## src/rtl/rectangle128_enc_if.sv

```systemverilog
// Block/key-load bus between the RECTANGLE-128 core and its surroundings.
// The master side is the key generator plus the block producer/consumer; the slave side is the core.
interface rectangle128_enc_if #(
    parameter int ADDR_W = 5
);
    logic              flush_mem;
    logic              WE_mem;
    logic [ADDR_W-1:0] WAddr_mem;
    logic [63:0]       KeyIn_mem;
    logic              keys_loaded;
    logic              in_valid;
    logic              in_ready;
    logic [63:0]       in_data;
    logic              out_valid;
    logic              out_ready;
    logic [63:0]       out_data;

    modport master (
        output flush_mem, WE_mem, WAddr_mem, KeyIn_mem, in_valid, in_data, out_ready,
        input  keys_loaded, in_ready, out_valid, out_data
    );

    modport slave (
        input  flush_mem, WE_mem, WAddr_mem, KeyIn_mem, in_valid, in_data, out_ready,
        output keys_loaded, in_ready, out_valid, out_data
    );
endinterface

```

## src/rtl/rectangle128_enc_core.sv

```systemverilog
// Iterative RECTANGLE-128 encryptor: one round per clock over a locally held round-key store.
// state | meaning
// IDLE  | waiting for a plaintext; in_ready when keys are loaded
// ROUND | applying round rnd (0..NUM_ROUNDS-1) to the state register
// OUT   | ciphertext held on out_data until out_ready
module rectangle128_enc_core #(
    parameter int NUM_ROUNDS = 25,
    parameter int ADDR_W     = 5
) (
    input logic               Clk,
    input logic               RstN,
    rectangle128_enc_if.slave bus
);
    localparam logic [ADDR_W-1:0] LAST_KEY = ADDR_W'(NUM_ROUNDS);
    localparam logic [ADDR_W-1:0] LAST_RND = ADDR_W'(NUM_ROUNDS - 1);
    // S-box entry i lives in bits [4i +: 4]
    localparam logic [63:0] SBOX_TBL = 64'h24F8_D30B_97E1_AC56;

    typedef enum logic [1:0] {
        IDLE,
        ROUND,
        OUT
    } state_t;

    state_t            fsm;
    logic [ADDR_W-1:0] rnd;
    logic [63:0]       s;
    logic [63:0]       key_mem [0:NUM_ROUNDS];
    logic              keys_loaded;
    logic              in_ready;
    logic              out_valid;
    logic [63:0]       out_data;
    logic [63:0]       rnd_out;

    function automatic logic [63:0] round_fn(input logic [63:0] x);
        logic [15:0] r0, r1, r2, r3;
        logic [3:0]  col;
        r0 = '0;
        r1 = '0;
        r2 = '0;
        r3 = '0;
        for (int j = 0; j < 16; j++) begin
            col   = SBOX_TBL[{x[48+j], x[32+j], x[16+j], x[j], 2'b00} +: 4];
            r0[j] = col[0];
            r1[j] = col[1];
            r2[j] = col[2];
            r3[j] = col[3];
        end
        return {{r3[2:0], r3[15:3]}, {r2[3:0], r2[15:4]}, {r1[14:0], r1[15]}, r0};
    endfunction

    assign rnd_out         = round_fn(s ^ key_mem[rnd]);
    assign in_ready        = (fsm == IDLE) && keys_loaded;
    assign bus.in_ready    = in_ready;
    assign bus.keys_loaded = keys_loaded;
    assign bus.out_valid   = out_valid;
    assign bus.out_data    = out_data;

    always_ff @(posedge Clk) begin
        if (bus.WE_mem && (bus.WAddr_mem <= LAST_KEY)) begin
            key_mem[bus.WAddr_mem] <= bus.KeyIn_mem;
        end
    end

    // Clearing (flush or a restart at key 0) takes priority over completing the set
    always_ff @(posedge Clk or negedge RstN) begin
        if (!RstN) begin
            keys_loaded <= 1'b0;
        end else if (bus.flush_mem || (bus.WE_mem && (bus.WAddr_mem == '0))) begin
            keys_loaded <= 1'b0;
        end else if (bus.WE_mem && (bus.WAddr_mem == LAST_KEY)) begin
            keys_loaded <= 1'b1;
        end
    end

    always_ff @(posedge Clk or negedge RstN) begin
        if (!RstN) begin
            fsm       <= IDLE;
            rnd       <= '0;
            s         <= '0;
            out_valid <= 1'b0;
            out_data  <= '0;
        end else begin
            case (fsm)
                IDLE: begin
                    if (bus.in_valid && in_ready) begin
                        s   <= bus.in_data;
                        rnd <= '0;
                        fsm <= ROUND;
                    end
                end
                ROUND: begin
                    s   <= rnd_out;
                    rnd <= rnd + 1'b1;
                    if (rnd == LAST_RND) begin
                        out_data  <= rnd_out ^ key_mem[LAST_KEY];
                        out_valid <= 1'b1;
                        fsm       <= OUT;
                    end
                end
                OUT: begin
                    if (bus.out_ready) begin
                        out_valid <= 1'b0;
                        fsm       <= IDLE;
                    end
                end
                default: fsm <= IDLE;
            endcase
        end
    end
endmodule

```

## src/flat_wrapper.sv

```systemverilog
// flat-port wrapper written by rule: the top's interface ports become plain ports
module rectangle128_enc_core_flat 
#(
    parameter int NUM_ROUNDS = 25,
    parameter int ADDR_W     = 5
)
  (Clk, RstN, bus_flush_mem, bus_WE_mem, bus_WAddr_mem, bus_KeyIn_mem, bus_in_valid, bus_in_data, bus_out_ready, bus_keys_loaded, bus_in_ready, bus_out_valid, bus_out_data);
  rectangle128_enc_if #(.ADDR_W(ADDR_W)) bus_i ();
  input logic Clk;
  input logic RstN;
  input wire logic [$bits(bus_i.flush_mem)-1:0] bus_flush_mem;
  input wire logic [$bits(bus_i.WE_mem)-1:0] bus_WE_mem;
  input wire logic [$bits(bus_i.WAddr_mem)-1:0] bus_WAddr_mem;
  input wire logic [$bits(bus_i.KeyIn_mem)-1:0] bus_KeyIn_mem;
  input wire logic [$bits(bus_i.in_valid)-1:0] bus_in_valid;
  input wire logic [$bits(bus_i.in_data)-1:0] bus_in_data;
  input wire logic [$bits(bus_i.out_ready)-1:0] bus_out_ready;
  output wire logic [$bits(bus_i.keys_loaded)-1:0] bus_keys_loaded;
  output wire logic [$bits(bus_i.in_ready)-1:0] bus_in_ready;
  output wire logic [$bits(bus_i.out_valid)-1:0] bus_out_valid;
  output wire logic [$bits(bus_i.out_data)-1:0] bus_out_data;
  assign bus_i.flush_mem = bus_flush_mem;
  assign bus_i.WE_mem = bus_WE_mem;
  assign bus_i.WAddr_mem = bus_WAddr_mem;
  assign bus_i.KeyIn_mem = bus_KeyIn_mem;
  assign bus_i.in_valid = bus_in_valid;
  assign bus_i.in_data = bus_in_data;
  assign bus_i.out_ready = bus_out_ready;
  assign bus_keys_loaded = bus_i.keys_loaded;
  assign bus_in_ready = bus_i.in_ready;
  assign bus_out_valid = bus_i.out_valid;
  assign bus_out_data = bus_i.out_data;
  rectangle128_enc_core #(.NUM_ROUNDS(NUM_ROUNDS), .ADDR_W(ADDR_W)) u_core (.Clk(Clk), .RstN(RstN), .bus(bus_i));
endmodule
```

## config.mk

```make
export PLATFORM = sky130hd
export DESIGN_NAME = rectangle128_enc_core_flat
export DESIGN_NICKNAME = d
export VERILOG_FILES = /design/src/rtl/rectangle128_enc_if.sv /design/src/rtl/rectangle128_enc_core.sv /design/src/flat_wrapper.sv
export SDC_FILE = /design/constraint.sdc
export NUM_CORES = 2
export LEC_CHECK = 0
export ABC_AREA = 1
export CAP_MARGIN = 15
export CELL_PAD_IN_SITES_DETAIL_PLACEMENT = 0
export CELL_PAD_IN_SITES_GLOBAL_PLACEMENT = 2
export CORE_ASPECT_RATIO = 1.75
export CORE_UTILIZATION = 46
export CTS_CLUSTER_DIAMETER = 50
export DETAILED_ROUTE_END_ITERATION = 12
export DONT_BUFFER_PORTS = 1
export GPL_TIMING_DRIVEN = 0
export PLACE_DENSITY_LB_ADDON = 0.1
export SYNTH_ARGS = -nofsm -noshare
export SYNTH_HDL_FRONTEND = slang
export SYNTH_SLANG_ARGS = --single-unit
```

## constraint.sdc

```tcl
create_clock -name Clk -period 5.72 [get_ports Clk]
set_clock_uncertainty 0.2 [all_clocks]
set_input_delay 0.858 -clock Clk [delete_from_list [all_inputs] [get_ports Clk]]
set_output_delay 0.858 -clock Clk [all_outputs]
set_load 0.02 [all_outputs]
```

==> qor.csv <==
stage,metric,value,unit
run_status,status,"finished, final reports clean",
run,cap_violations,0,
synthesis,post_synth.cell_area_avg,10.4,sq um
setup_path,r2r_cells,21,
global_routing,grt_pass1_vias,58351,
setup_path,path_cells,buf_2 > inv_2 > nor2_4 > clkbuf_1 > nand2_1 > nand2_1 > inv_1 > nand2_1 > nand2_1 > nand2_1 > nand2_1 > nand2_1 > inv_1 > ha_1 > inv_1 > nand2_1 > nand3_1 > nand2_1 > nand2_1 > nand3_1 > nand2_1,
power,p_leak,0.0364,uW
cells_and_area,layout-drive-gt1-share,9.51,%
floorplan,die_h,552,um
clock_network,cts-root-buf,clkbuf_16,
global_routing,grt_pass1_wl,512,mm
clock_network,cts_sinks,1801,
power,ir_worst_vdd,0.352,mV
floorplan,initial_core_util,46.4,%
synthesis,syn_area,79600,sq um
detailed_routing,wl_per_cell,37.4,um
power,p_int,28200,uW
cells_and_area,areaGrowthSynthToFinish,15.3,%
global_routing,grt_max_degree,138,
detailed_routing,drc,0,
power,power,57200,uW
placed_design,io_buffer_count,0,
detailed_routing,ant_nets,0,
timing,fmax,176,MHz
cells_and_area,fin_util,53.6,%
setup_path,slowest_delay,1.07,ns
placed_design,dp_hpwl,289,mm
cells_and_area,fillers,15274,
detailed_routing,avgViaCountPerCell,6.02,
setup_path,startpoint,u_core.rnd[3],
setup_path,timing_worst_setup_path_type,register to register,
synthesis,yosys_warnings,0,
timing,finalCritPeriodShare,99.5,%
floorplan,die-area,175000,sq um
clock_network,clkTransAtPathRegs,0.07,ns
setup_path,slowest_stage,clkbuf_1,
setup_path,cp.arrival,6.25,ns
setup_path,crit_required,6.28,ns
timing,slew_headroom,4.31,%
synthesis,netlist_instances,7662,
synthesis,ys_types,37,
synthesis,async_flop_share,7.61,%
setup_path,worstPathMaxFanout,10,
power,power_switching,29000,uW
timing,finalSetupViolations,0,
power,power.density,622,nW/um^2
setup_path,endpoint_kind,register,
timing,holdWs,0.00328,ns
timing,period_needed,5.69,ns
detailed_routing,wl,391,mm
power,combPwrFrac,51.7,%
floorplan,ioPinCount,206,
power,seqPwrFrac,27.4,%
clock_network,htree_levels,4,
setup_path,r2r_setup_slack,0.03,ns
timing,worst_pin_slew,1.44,ns
timing,report.final.slew_viol_count,0,
synthesis,synth_top_flop_cell,edfxtp_1,
power,swShare,50.7,%
global_routing,grt_overflow,0,
synthesis,synth_edf_count,1664,
setup_path,rr_endpoint,u_core.bus.out_data[29],
synthesis,syn-num-nets,7884,
clock_network,cts_buffer_depth,4,
synthesis,synth-seq-area-share,67.0,%
detailed_routing,first_pass_iters,6,
detailed_routing,vias,62914,
synthesis,ys_ff_latch,1801,
placed_design,gp_congestion,0.987,
setup_path,crit_path_end,u_core.bus.out_data[29],
setup_path,start_kind,register,
floorplan,dieWidth,317,um
power,power_frac_clock,20.9,%
timing,rsz0062_at_grt,no,
timing,tns,0,ns
global_routing,track_usage,44.5,%
setup_path,r2r_start,u_core.rnd[3],
clock_network,cts_made_buffers,184,
floorplan,coreArea,172000,sq um
global_routing,antenna_found_initial,38,
clock_network,ctsResizeCount,0,
floorplan,rows,201,
worst_hold_path,min_path_type,input pin to register,
timing,fin_ws,0.0302,ns
setup_path,cp_common_cell,nand2_1,
timing,hold_viol,0,
clock_network,clk_latency,0.88,ns
cells_and_area,fin_nets,8285,
placed_design,pre_cts_ws,0.291,ns
detailed_routing,initialDrtViolationCount,8766,
clock_network,cts_tree,yes,
how the worst min path moves through the flow:
| stage | cells past startpoint | startpoint | to | slack [ns] |
|---|---|---|---|---|
| 2_1_floorplan | 2 | u_core.s[0] | u_core.s[0] | 0.28 |
| 3_3_place_gp | 2 | u_core.s[1] | u_core.s[1] | 0.31 |
| 3_5_place_dp | 2 | u_core.s[1] | u_core.s[1] | 0.30 |
| 4_1_cts | 2 | bus_in_data[13] | u_core.s[13] | 0.00002 |
| 5_1_grt | 2 | bus_in_data[9] | u_core.s[9] | 0.01 |
| 6_report | 2 | bus_in_data[13] | u_core.s[13] | 0.003 |
cell usage in the layout (no fill, tap or decap), types with 42 or more instances in the layout:
cell type and n:
clkbuf_16 185, dlygate4sd3_1 42, o21ai_1 70, buf_12 96, o21ai_0 413, buf_2 148
clkbuf_1 119, o211ai_1 93, clkinv_1 42, nor2_1 802, buf_4 47, inv_1 577
dfrtp_1 137, nand3_1 944, edfxtp_1 1664, buf_6 105, nand2_2 42, nand2_1 2220
a21oi_1 136, ha_1 83
cells in the mapped netlist, types with 12 or more instances:
cell / n / area [sq um]
nand2_1: 2220 / 8330
edfxtp_1: 1664 / 50000
nand3_1: 944 / 4720
nor2_1: 822 / 3090
inv_1: 577 / 2170
o21ai_0: 413 / 2070
buf_2: 143 / 716
dfrtp_1: 137 / 3430
a21oi_1: 136 / 681
o211ai_1: 93 / 698
clkbuf_1: 91 / 342
ha_1: 83 / 1040
o21ai_1: 70 / 350
buf_6: 65 / 732
buf_4: 43 / 323
nand2_2: 42 / 263
buf_1: 38 / 143
o21bai_1: 17 / 128
nand3b_1: 12 / 90.1
stage by stage:
step           instances  instance area, sq um
5_1_grt            10435                 91800
3_3_place_gp        9895                 82400
3_5_place_dp       10027                 84900
4_1_cts            10429                 91800
2_1_floorplan       7662                 79700
6_report           10451                 91900
metal layers:
metal / GRT usage, % / vias to the layer above / part of all wire [%]
li1: - / 26628 / -
met2: 71.7 / 4327 / 47
met5: 0 / - / 0.022
met3: 9.22 / 1464 / 9.6
met1: 47.7 / 30483 / 32
met4: 43.5 / 12 / 12
power groups by stage:
stage / clock [uW] / sequential, uW / combinational, uW
global route: 12400 / 15700 / 30400
CTS: 11900 / 15600 / 28400
finish: 12000 / 15600 / 29600
detailed placement: 0 / 15900 / 28000
floorplan: 0 / 15800 / 14500
global placement: 0 / 15900 / 27700
cells by family after synthesis:
| kind of cell | Yosys count | synth area share, % |
|---|---|---|
| AOI/OAI and AO/OA | 732 | 4.96 |
| adders and majority gates | 83 | 1.30 |
| buffers and inverters | 977 | 5.76 |
| DFF | 1801 | 67.0 |
| and+or+nand+nor | 4069 | 20.9 |
final cells by class:
type / instances / area [sq um] / share of cell area (%)
Clock inverter: 104 / 902 / 0.982
Clock buffer: 218 / 4780 / 5.21
Tap cell: 2233 / 2790 / 3.04
Multi-Input combinational cell: 4884 / 21900 / 23.8
Sequential cell: 1801 / 53400 / 58.1
Buffer: 387 / 2370 / 2.58
Inverter: 590 / 2220 / 2.42
Antenna cell: 19 / 47.5 / 0.0518
Timing Repair Buffer: 215 / 3500 / 3.81
timing repair:
item | CTS | global route
buffers inserted | 0 | 0
hold buffers | 80 | 0
endpoints found under the hold margin | 1816 | 0
flip-flops by register name (all words and copies together) (netlist names):
signal,count
u_core.key_mem,1664
u_core.bus.out_data,64
u_core.s,64
u_core.rnd,5
u_core.fsm,2
u_core.bus.keys_loaded,1
u_core.bus.out_valid,1
worst max-delay path: cells and delay by family, from the launching register on:
family / cells / cell delay (ns)
AND/OR/NAND/NOR: 14 / 2.88
flip-flops: 1 / 0.32
buffers and inverters: 6 / 1.78
adder cells (fa/ha/maj): 1 / 0.33
Note: power is estimated with default switching activity, not from simulation.
